==> config.mk <==
export PLATFORM = sky130hd
export DESIGN_NAME = pc_sequencer
export DESIGN_NICKNAME = d
export VERILOG_FILES = /design/src/rtl/seq_pkg.sv /design/src/rtl/pc_sequencer_ret_stack.sv /design/src/rtl/pc_sequencer.sv
export SDC_FILE = /design/constraint.sdc
export NUM_CORES = 1
export LEC_CHECK = 0
export CORE_UTILIZATION = 46
export CTS_CLUSTER_SIZE = 24
export DETAILED_ROUTE_END_ITERATION = 10
export GPL_ROUTABILITY_DRIVEN = 0
export PLACE_DENSITY = 0.77
export SKIP_LAST_GASP = 1
export SLEW_MARGIN = 20
export SYNTH_ARGS = -nofsm -noshare
export SYNTH_HDL_FRONTEND = slang
export SYNTH_SLANG_ARGS = --single-unit
export TNS_END_PERCENT = 30
==> constraint.sdc <==
create_clock -name clk -period 2.9 [get_ports clk]
set_input_delay 0.435 -clock clk [delete_from_list [all_inputs] [get_ports clk]]
set_output_delay 0.435 -clock clk [all_outputs]
set_load 0.1 [all_outputs]
==> src/rtl/seq_pkg.sv <==
// Shared opcode and state encodings for the program-counter sequencer and its decoder.
package seq_pkg;

    localparam int SEQ_OP_W = 4;

    typedef enum logic [SEQ_OP_W-1:0] {
        OP_NOP  = 4'd0,
        OP_BEQ  = 4'd1,
        OP_BNE  = 4'd2,
        OP_BLT  = 4'd3,
        OP_BGT  = 4'd4,
        OP_JMP  = 4'd5,
        OP_CALL = 4'd6,
        OP_RET  = 4'd7,
        OP_MEM  = 4'd8,
        OP_HALT = 4'd9
    } seq_op_t;

    typedef enum logic [1:0] {
        ST_RUN   = 2'd0,
        ST_STALL = 2'd1,
        ST_HALT  = 2'd2
    } seq_state_t;

    function automatic logic is_cond_branch(input seq_op_t op);
        return (op == OP_BEQ) || (op == OP_BNE) || (op == OP_BLT) || (op == OP_BGT);
    endfunction

endpackage

==> src/rtl/pc_sequencer_ret_stack.sv <==
// Return-address LIFO; only the occupancy count is reset, entries keep stale data.
module ret_stack #(
    parameter int D     = 12,
    parameter int DEPTH = 4
) (
    input  logic                       clk,
    input  logic                       reset,
    input  logic                       push,
    input  logic                       pop,
    input  logic [D-1:0]               din,
    output logic [D-1:0]               top,
    output logic [$clog2(DEPTH):0]     sp,
    output logic                       full,
    output logic                       empty
);
    localparam int AW = $clog2(DEPTH);

    logic [D-1:0]  mem [DEPTH];
    logic [AW-1:0] wr_idx;
    logic [AW-1:0] top_idx;

    assign wr_idx  = sp[AW-1:0];
    assign top_idx = sp[AW-1:0] - {{(AW-1){1'b0}}, 1'b1};
    assign top     = mem[top_idx];
    assign full    = (sp == ($clog2(DEPTH)+1)'(DEPTH));
    assign empty   = (sp == '0);

    always_ff @(posedge clk) begin
        if (reset) begin
            sp <= '0;
        end else if (push && !full) begin
            sp <= sp + 1'b1;
        end else if (pop && !empty) begin
            sp <= sp - 1'b1;
        end
    end

    always_ff @(posedge clk) begin
        if (push && !full && !reset) begin
            mem[wr_idx] <= din;
        end
    end

endmodule

==> src/rtl/pc_sequencer.sv <==
// Branch/call/return/stall/halt resolution driving the PC jump controls each cycle.
//   state    | meaning
//   ST_RUN   | decode the presented instruction
//   ST_STALL | hold PC until mem_busy drops, then let it increment past MEM
//   ST_HALT  | hold PC forever; only reset exits
module pc_sequencer
    import seq_pkg::*;
#(
    parameter int D     = 12,
    parameter int DEPTH = 4
) (
    input  logic                   clk,
    input  logic                   reset,
    input  logic                   instr_valid,
    input  seq_op_t                op,
    input  logic [D-1:0]           offset,
    input  logic [D-1:0]           abs_target,
    input  logic                   eq,
    input  logic                   lt,
    input  logic                   gt,
    input  logic                   mem_busy,
    input  logic [D-1:0]           pc_in,
    output logic                   reljump_en,
    output logic                   absjump_en,
    output logic [D-1:0]           target,
    output logic                   halted,
    output logic                   stack_err,
    output logic [$clog2(DEPTH):0] sp
);
    seq_state_t   state, nxt_state;
    logic         push, pop, full, empty, set_err, taken;
    logic [D-1:0] top;

    ret_stack #(.D(D), .DEPTH(DEPTH)) u_stack (
        .clk   (clk),
        .reset (reset),
        .push  (push),
        .pop   (pop),
        .din   (pc_in + {{(D-1){1'b0}}, 1'b1}),
        .top   (top),
        .sp    (sp),
        .full  (full),
        .empty (empty)
    );

    always_comb begin
        unique case (op)
            OP_BEQ:  taken = eq;
            OP_BNE:  taken = !eq;
            OP_BLT:  taken = lt;
            OP_BGT:  taken = gt;
            default: taken = 1'b0;
        endcase
    end

    // Hold is an absolute jump to the current PC; reset forces all enables low.
    always_comb begin
        reljump_en = 1'b0;
        absjump_en = 1'b0;
        target     = '0;
        push       = 1'b0;
        pop        = 1'b0;
        set_err    = 1'b0;
        nxt_state  = state;
        if (!reset) begin
            case (state)
                ST_RUN: begin
                    if (instr_valid) begin
                        if (is_cond_branch(op) && taken) begin
                            reljump_en = 1'b1;
                            target     = offset;
                        end else begin
                            case (op)
                                OP_JMP: begin
                                    reljump_en = 1'b1;
                                    target     = offset;
                                end
                                OP_CALL: begin
                                    absjump_en = 1'b1;
                                    if (!full) begin
                                        push   = 1'b1;
                                        target = abs_target;
                                    end else begin
                                        target    = pc_in;
                                        set_err   = 1'b1;
                                        nxt_state = ST_HALT;
                                    end
                                end
                                OP_RET: begin
                                    absjump_en = 1'b1;
                                    if (!empty) begin
                                        pop    = 1'b1;
                                        target = top;
                                    end else begin
                                        target    = pc_in;
                                        set_err   = 1'b1;
                                        nxt_state = ST_HALT;
                                    end
                                end
                                OP_MEM: begin
                                    if (mem_busy) begin
                                        absjump_en = 1'b1;
                                        target     = pc_in;
                                        nxt_state  = ST_STALL;
                                    end
                                end
                                OP_HALT: begin
                                    absjump_en = 1'b1;
                                    target     = pc_in;
                                    nxt_state  = ST_HALT;
                                end
                                default: ;
                            endcase
                        end
                    end
                end
                ST_STALL: begin
                    if (mem_busy) begin
                        absjump_en = 1'b1;
                        target     = pc_in;
                    end else begin
                        nxt_state = ST_RUN;
                    end
                end
                default: begin
                    absjump_en = 1'b1;
                    target     = pc_in;
                end
            endcase
        end
    end

    always_ff @(posedge clk) begin
        if (reset) begin
            state     <= ST_RUN;
            stack_err <= 1'b0;
        end else begin
            state <= nxt_state;
            if (set_err) begin
                stack_err <= 1'b1;
            end
        end
    end

    assign halted = (state == ST_HALT);

endmodule

* Word-level counts from Yosys, hierarchy flattened
Memory sizes are Yosys's and may differ from the RTL's.
Cells that the tools add are included.
** Operators by class
- Add/subtract/negate cells :: 4
- Multiply operators :: 0
- Div/mod/pow operators :: 0
- Order comparisons :: 0
- Equal/unequal tests :: 19
- Shift-type cells :: 0
- Muxes and demuxes :: 51
- Bitwise logic cells :: 0
- Reduce and logical (&&, ||, !) cells :: 17
** Operator list (count)
- $mux 12 :: 6
- $pmux 12 s5 :: 1
- $mux 1 :: 29
- $pmux 12 s2 :: 1
- $eq 4x3->1 const B :: 4
- $add 12x1->12 const B :: 1
- $mux 2 :: 6
- $ne 3x3->1 const B :: 3
- $eq 4x2->1 const B :: 2
- $eq 4x4->1 const B :: 2
- $pmux 2 s4 :: 1
- $reduce_and 8->1 :: 1
- $mux 3 :: 2
- $ne 2x2->1 const B :: 3
- $pmux 1 s2 :: 3
- $ne 5x1->1 const B :: 1
- $eq 4x1->1 const B :: 1
- $logic_and 1x1->1 :: 4
- $logic_not 1->1 :: 4
- $pmux 1 s4 :: 1
- $pmux 2 s2 :: 1
- $reduce_bool 2->1 :: 2
- $add 3x1->3 const B :: 1
- $eq 3x3->1 const B :: 1
- 8 further kinds :: 10
** Word-level totals
- Register bits after elaboration :: 6
- Latch bits :: 0
- RAM bits :: 48
- Memory bits (read-only) :: 0
- Bits of input ports :: 47
- Output and inout bits :: 19
- Word-level logic and storage cells :: 95
- Memories kept :: 1
** Memories
- u_stack.mem :: depth 4, width 12, rd ports 1, clocked after Yosys merged registers in 0, wr ports 1, RTL line pc_sequencer_ret_stack.sv:18 : logic [D-1:0] mem [DEPTH];

* Logic depth before layout (Yosys ltp)
Gate-level depths: netlist (run 1).
- Word-level depth :: 13
- Gate-level depth with buffers :: 12
- Depth with buffers taken out :: 10

* Hierarchy
From an unflattened synthesis (run 1), not the netlist that was laid out.
** Second synthesis, totals
- Cells, all modules :: 321
- Area, all modules :: 3454.6 µm²
** Modules (own cells, without submodules)
- ret_stack :: times used 1, cells each 100, area each 2093.3 µm², sequential area each 1501.4 µm²
- pc_sequencer :: times used 1, cells each 221, area each 1361.3 µm², sequential area each 60.1 µm²

* Worst setup path before layout (run 1)
OpenSTA, ideal clock, no wires.
- Path type :: register -> output
- Start :: reg u_stack.sp[0]
- End :: out target[0]
- Arrival :: 4.269 ns
- Required time :: 2.465 ns
- Setup slack :: -1.804 ns
- Stages on the path, launching flop included :: 9
- Path buffers :: 3
- Cells stage by stage :: dfxtp_1 -> buf_2 -> buf_6 -> inv_1 -> ha_1 -> buf_1 -> mux4_2 -> a22oi_1 -> a31oi_1
** On the way
- Cells in the longest elaborated chain, start to end :: 8
- Elaborated cells between the ends (all ways) :: 11
- Classes of those cells :: add/sub (1); eq/ne (1); mux (7); reduce/logical (1); memory (1)
** RTL lines
- start: declaration :: RTL line pc_sequencer_ret_stack.sv:12 : output logic [$clog2(DEPTH):0] sp,
- start signal: assignment :: RTL line pc_sequencer_ret_stack.sv:32 : sp <= sp + 1'b1;
- start signal: assignment :: RTL line pc_sequencer_ret_stack.sv:34 : sp <= sp - 1'b1;
- $sub 2x1->2 :: RTL line pc_sequencer_ret_stack.sv:23 : assign top_idx = sp[AW-1:0] - {{(AW-1){1'b0}}, 1'b1};
- named net u_stack.top_idx[0] :: RTL line pc_sequencer_ret_stack.sv:20 : logic [AW-1:0] top_idx;
- $mem_v2 4x12
- $mux 12 :: RTL line pc_sequencer.sv:91 : if (!empty) begin
- $pmux 12 s5 :: RTL line pc_sequencer.sv:73 : case (op)
- $mux 12 :: RTL line pc_sequencer.sv:69 : if (is_cond_branch(op) && taken) begin
- $mux 12 :: RTL line pc_sequencer.sv:68 : if (instr_valid) begin
- $pmux 12 s2 :: RTL line pc_sequencer.sv:66 : case (state)
- $mux 12 :: RTL line pc_sequencer.sv:65 : if (!reset) begin
- end: declaration :: RTL line pc_sequencer.sv:25 : output logic [D-1:0] target,
The timed path passes the listed nets, and every way through them passes these cells.

* Final worst setup path (run 1)
- Start :: in op[0]
- End :: out target[7]
** On the way
- Cells in the longest elaborated chain, start to end :: 9
- Elaborated cells between the ends (all ways) :: 19
- Classes of those cells :: eq/ne (9); mux (6); reduce/logical (4)
** RTL lines
- start: declaration :: RTL line pc_sequencer.sv:15 : input seq_op_t op,
- parallel branches: the longest is 5 deep, another holds $eq 4x3->1
- $mux 12 * :: RTL line pc_sequencer.sv:69
- $mux 12 * :: RTL line pc_sequencer.sv:68
- $pmux 12 s2 * :: RTL line pc_sequencer.sv:66
- $mux 12 * :: RTL line pc_sequencer.sv:65
Every way passes the cells marked *.

==> results of run 1 <==
-- tightest hold or removal path, delay by kind of cell (launching register included) --
family           cells  cell delay [ns]
AND/OR/NAND/NOR      1             0.08
flip-flops           1             0.36
AO/OA/AOI/OAI        1             0.06
-- repair_timing --
item | 4_1_cts | 5_1_grt
buffers inserted | 0 | 2
setup endpoints to repair | 0 | 12
gates resized for setup | 0 | 4
-- worst paths after layout --
| kind | slack [ns] | depth (start not counted) | to |
|---|---|---|---|
| hold reg to reg | 0.53 | 2 | stack_err$_SDFFE_PP0P_ |
| hold / removal | 0.53 | 2 | stack_err$_SDFFE_PP0P_ |
| setup / recovery | 0.07 | 7 | target[7] |
| setup reg to reg | 0.36 | 10 | u_stack.sp[2]$_SDFFE_PP0P_ |
-- registers in the layout, indices dropped and copies added, names as in the netlist --
register	cells
u_stack.mem	48
u_stack.sp	3
state	2
stack_err	1
-- report_power, final --
group,switching (mW),internal (mW)
clock network,0.252,0.258
registers,0.00198,0.849
logic,0.186,0.147
total,0.439,1.25
-- cells in the mapped netlist (3+ instances only) --
master	instances
inv_1	6
and2_1	4
a211oi_1	6
nand2b_1	4
edfxtp_1	48
buf_2	4
mux4_2	12
ha_1	5
o21ai_0	7
dfxtp_1	6
nand3_1	14
nor3_1	3
xnor2_1	9
a21oi_1	11
nand4_1	9
and3_1	3
a31oi_1	10
nor2_1	13
a221o_1	7
nand2_1	4
clkbuf_1	4
a22oi_1	5
-- kinds of logic after synthesis --
| logic type | Yosys count | synth area share, % |
|---|---|---|
| buf+inv | 18 | 2.85 |
| simple gates | 66 | 13.8 |
| xor+xnor | 11 | 3.27 |
| compound gates | 54 | 13.6 |
| fa+ha+maj | 6 | 2.80 |
| mux | 16 | 10.7 |
| flops | 54 | 53.0 |
-- layout make-up --
| type | count | share of cell area [%] |
|---|---|---|
| Multi-Input combinational cell | 153 | 34.0 |
| Sequential cell | 54 | 37.6 |
| Tap cell | 75 | 2.25 |
| Clock buffer | 6 | 1.74 |
| Timing Repair Buffer | 86 | 22.9 |
| Clock inverter | 2 | 0.901 |
| Inverter | 6 | 0.541 |
-- metal layers --
| metal | vias to the layer above | track usage, % | wire (um) |
|---|---|---|---|
| met2 | 104 | 41.0 | 3840 |
| met1 | 1147 | 33.7 | 3150 |
| met3 | 11 | 3.89 | 527 |
| li1 | 1065 | - | - |
| met4 | 0 | 7.89 | 125 |
| met5 | - | 0 | 0 |
-- per-stage QoR --
step	hold slack, ns	worst slack (ns)	total power, mW	utilization [%]	setup TNS, ns
after floorplan	0.521	-0.0906	1.04	-	-0.0906
after global placement	0.484	0.0259	1.19	66.4	0
after detailed placement	0.505	-0.0635	1.20	66.4	-0.0635
after CTS	0.526	0.0319	1.69	68.2	0
after global routing	0.567	-0.0109	1.74	68.7	-0.0201
final	0.532	0.0708	1.69	68.7	0
==> impl_summary.txt, run 1 <==
----------------------------------------------------
[Drt]
  Final antenna-violating net count ... 0
  Number of optimization iterations in the first detailed-route pass ... 4
  Post-route DRC violation count ... 0
  Total via count in the routed design ... 2327
  Number of vias per cell ... 6.09
  Wire per inst ... 20.0 um
  Wirelength, routed ... 7.65 mm
  Count of routing violations after the opening detailed-route iteration ... approximately 130

[Place]
  # placed instances ... 372
  Half-perimeter wire length after placement ... 5.56 mm
  Post-detailed-placement cell area ... 4030 um^2
  Port Buffers ... 65

[Logic synthesis]
  Number of standard cells after synthesis ... 225
  Share of synthesized area occupied by flip-flops and latches ... 53.0%
  Flip-flop and latch count after synthesis ... 54
  Ranking of synthesized cells by area ... edfxtp_1 (49%), mux4_2 (9.2%), dfxtp_1 (4.1%)
  Mapped Nets ... 278
  Most used DFF post-synth ... edfxtp_1
  Number of enable flip-flop cells after synthesis ... 48
  Area share of the largest cell type after synthesis ... 48.9%
  FFs w/ async S/R, synth ... 0%
  Largest area contributor in the synthesized netlist ... edfxtp_1
  Synth Warn # ... 0
  Yosys cell types ... 47
  Synth Area per Inst ... approximately 13 um^2
  Netlist area before placement ... 2950 um^2

[Layout]
  Design Area, Final ... 4170 um^2
  Footprint of the flip-flops and latches ... 1570 um^2
  Antenna diode count ... 0
  Commonest non-fill, non-tap cell in the layout ... edfxtp_1
  Area Growth Syn to Fin ... 41.4%
  Final net count ... 359
  Fillers ... 441
  Final non-filler cell total ... 382
  Fraction of layout instances using a drive strength above 1 ... 29.3%
  Commonest cells after routing, fill and taps aside ... edfxtp_1 (48), clkdlybuf4s50_1 (46), buf_4 (23)
  Combined area of the multi-input logic cells ... between 1000 and 1500 um^2

[Clocking]
  Clock tree sinks ... 54
  Root Driver ... clkbuf_8
  H-tree depth reported by CTS ... 2
  TritonCTS clock tree ... yes
  Post-CTS clock slew at the launch and capture registers of the worst setup and hold paths ... about 0.090 ns
  Number of hold buffers added after cts ... 0
  Max Buffers Root-to-Sink ... 2
  Clock buffers created by TritonCTS ... 5
  Source-to-sink clock delay at the later pin of the worst-skew pair ... 0.31 ns

[Hold path]
  Worst min-delay path startpoint ... stack_err$_SDFFE_PP0P_
  HP Class ... reg2reg

[Timing]
  Max Transition Viols Final ... 0
  Maximum operating frequency ... ~350 MHz
  Final-report hold violation count ... 0
  Period utilisation layout ... 97.6%
  Worst Clk Skew ... 0.00588 ns
  Tightest slew margin relative to the limit ... between 50% and 60%
  Worst-margin pin slew ... 0.735 ns
  Number of setup violations in the final report ... 0
  Unrepaired setup endpoints after global routing ... yes
  Final critical path time including I/O delays and setup ... 2.83 ns

[Pwr]
  Power per cell area ... 407 nW/um^2
  Leakage power ... approximately 1.3 nW
  VDD IR-drop max ... 0.269 mV

[Setup path]
  Critical Path Sink Type ... output port
  Critical Path Start Type ... input pin
  Crit Path Class ... in2out
  Number of buffer and inverter instances along the worst setup path ... 3
  Worst EP arrival ... 2.39 ns
  Required time of the worst setup path ... 2.47 ns
  First element of the critical path ... op[0]
  Critical path's largest stage delay ... between 0.4 and 0.5 ns
  Slowest cell on the critical path ... clkdlybuf4s50_1
  Critical Path, Cell by Cell ... clkdlybuf4s50_1 -> buf_6 -> xnor2_1 -> o32ai_2 -> a31o_2 -> a221o_2 -> buf_12
  Max Fanout on Critical Path ... 12
  Critical path's top delay family ... compound AO/OA/AOI/OAI gates
  Crit Reg-Reg Startpoint ... u_stack.sp[1]$_SDFFE_PP0P_

[Floorplan]
  Top-Level Pins ... 66
  Cell row count ... 28
  Floorplan die width ... 82.0 um
  Die height ... around 82 um
  Core region area ... between 6000 and 7000 um^2
  Floorplan die area ... 6730 um^2
  Effective utilization at floorplan ... 48.6%

[Global route]
  First-pass GRT wire length ... 12.1 mm
  Initial antenna violation count ... 0
  Gr usage total ... 24.9%
  Via count of the first global-routing pass ... 2326
  Leftover overflow at the end of global routing ... 0
  Largest net degree at the start of global routing ... 20

[Run]
  Max-cap check violation count ... 0

[Run status]
  Run status ... finished clean

----------------------------------------------------
Note: power is estimated with default switching activity, not from simulation.
==> run 2, diff against run 1 <==
CORE_ASPECT_RATIO = 0.8   (was not set)
REMOVE_ABC_BUFFERS = 1   (was not set)
SETUP_SLACK_MARGIN = 0.1   (was not set)
==> impl_summary.txt, run 2 (synthesized netlist as in run 1, its figures left out) <==
----------------------------------------------------
[Global route]
  Top Usage Layer GRT ... met2
  Met2 usage in global routing ... 38.7%
  Routing usage on met1 ... 33.7%
  Largest net degree at the start of global routing ... 26
  Initial antenna violation count ... 0
  Via count of the first global-routing pass ... 2374
  Leftover overflow at the end of global routing ... 0
  Gr usage total ... 24.7%
  Met3 usage in global routing ... under 10%
  First-pass GRT wire length ... between 10 and 15 mm

[Floorplan]
  Cell row count ... 25
  Top-Level Pins ... 66
  Die height ... 73.6 um
  Core region area ... 6040 um^2
  Effective utilization at floorplan ... approximately half
  Floorplan die width ... ~91 um
  Floorplan die area ... between 6000 and 7000 um^2

[Layout]
  Most flop-heavy register ... u_stack.mem
  Design Area, Final ... 4230 um^2
  Commonest cells after routing, fill and taps aside ... edfxtp_1 (48), clkdlybuf4s50_1 (44), buf_4 (24)
  Fraction of layout instances using a drive strength above 1 ... 29.6%
  Flip-flop count of the largest register, all copies and words added ... between 40 and 50
  Largest registers ... u_stack.mem x48, u_stack.sp x3, state x2
  Antenna diode count ... 0
  Final net count ... 363
  Commonest non-fill, non-tap cell in the layout ... edfxtp_1
  Area Growth Syn to Fin ... 43.6%

[Setup path]
  Slack of the worst reg-to-reg path ... about 0.31 ns
  Max Fanout on Critical Path ... 5
  Worst EP arrival ... about 2.3 ns
  Critical Path Start Type ... input pin
  Crit Reg-Reg Startpoint ... u_stack.sp[0]$_SDFFE_PP0P_
  Required time of the worst setup path ... 2.47 ns
  Endpoint of the worst setup timing path ... target[1]
  Critical Path Sink Type ... output port
  Number of cells on the worst reg-to-reg path ... 10
  Reg-to-reg critical path endpoint ... u_stack.sp[2]$_SDFFE_PP0P_
  First element of the critical path ... op[2]
  Crit Path Class ... in2out

[Timing]
  Maximum operating frequency ... 361 MHz
  Final critical path time including I/O delays and setup ... around 2.8 ns
  Worst setup slack after layout ... 0.132 ns
  Setup tns final ... 0 ns
  Worst-margin pin slew ... approximately 0.77 ns
  Final-report hold violation count ... 0
  Period utilisation layout ... 95.5%
  Worst Clk Skew ... 0.00372 ns
  Tightest slew margin relative to the limit ... ~49%
  Max Transition Viols Final ... 0
  Unrepaired setup endpoints after global routing ... yes
  Number of setup violations in the final report ... 0

[Drt]
  Number of vias per cell ... 6.10
  Count of routing violations after the opening detailed-route iteration ... about 230
  Post-route DRC violation count ... 0
  Final antenna-violating net count ... 0
  Number of optimization iterations in the first detailed-route pass ... 4
  Total via count in the routed design ... 2391
  Wire per inst ... around 20 um
  Wirelength, routed ... 7.92 mm

[Clocking]
  Source-to-sink clock delay at the later pin of the worst-skew pair ... 0.30 ns
  TritonCTS clock tree ... yes
  H-tree depth reported by CTS ... 2
  Clock tree sinks ... 54
  Post-CTS setup buffer count ... 0
  Post-CTS clock slew at the launch and capture registers of the worst setup and hold paths ... 0.10 ns
  Root Driver ... clkbuf_8
  Max Buffers Root-to-Sink ... 2
  Number of hold buffers added after cts ... 0
  Clock buffers created by TritonCTS ... 5

[Place]
  Port Buffers ... 65
  Post-detailed-placement cell area ... 3960 um^2
  Half-perimeter wire length after placement ... between 5 and 6 mm
  Post-Place Setup Slack ... -0.0350 ns

[Pwr]
  Power per cell area ... between 400 and 500 nW/um^2
  Post-layout power ... 1.71 mW
  VDD IR-drop max ... 0.328 mV
  Leakage power ... 1.40 nW

[Hold path]
  HP Class ... reg2reg

[Run]
  Max-cap check violation count ... 0

[Run status]
  Run status ... finished clean

----------------------------------------------------
## run 2: timing repair
item                       in CTS  in global routing
setup endpoints to repair      12                 13
pin swaps                       4                  7
gates resized for setup         9                 22
## run 2: critical path, stage by stage
cell and delay, ns:
clkdlybuf4s50_1 0.42, buf_4 0.16, or3b_4 0.40, o32ai_4 0.16, buf_6 0.17, a22oi_1 0.10, a31oi_2 0.28, buf_12 0.21
## run 2: worst min path at each step
stage | from | end | slack, ns | cells past startpoint
after floorplan | reset | state[0]$_SDFFE_PP0P_ | 0.50 | 1
after global placement | stack_err$_SDFFE_PP0P_ | stack_err$_SDFFE_PP0P_ | 0.46 | 2
after detailed placement | stack_err$_SDFFE_PP0P_ | stack_err$_SDFFE_PP0P_ | 0.47 | 2
after CTS | stack_err$_SDFFE_PP0P_ | stack_err$_SDFFE_PP0P_ | 0.50 | 2
after global routing | stack_err$_SDFFE_PP0P_ | stack_err$_SDFFE_PP0P_ | 0.54 | 2
final | stack_err$_SDFFE_PP0P_ | stack_err$_SDFFE_PP0P_ | 0.51 | 2
## run 2: per-stage QoR
step / instances / hold WS [ns] / util [%]
finish: 392 / 0.515 / 70.1
CTS: 392 / 0.500 / 68.3
global placement: 384 / 0.460 / 65.7
global route: 392 / 0.537 / 70.1
detailed placement: 384 / 0.472 / 65.7
floorplan: 213 / 0.504 / -
## run 2: cell type report
type	instances	area [um^2]
well taps	81	101
multi-input cells	153	1420
flip-flops and latches	54	1560
clock buffers	5	68.8
fillers	413	1810
repair buffers	90	1000
inverters	6	22.5
clock inverters	3	48.8
## run 2: power by group
group / switching, mW / internal [mW]
Sequential: 0.00206 / 0.850
Combinational: 0.188 / 0.152
Clock: 0.258 / 0.263
Total: 0.448 / 1.27
## run 2: layer usage
metal / wire (um) / vias to the layer above
met3: 600 / 16
met4: 220 / 0
met1: 3400 / 1170
met5: 0 / -
met2: 3700 / 128
li1: - / 1077
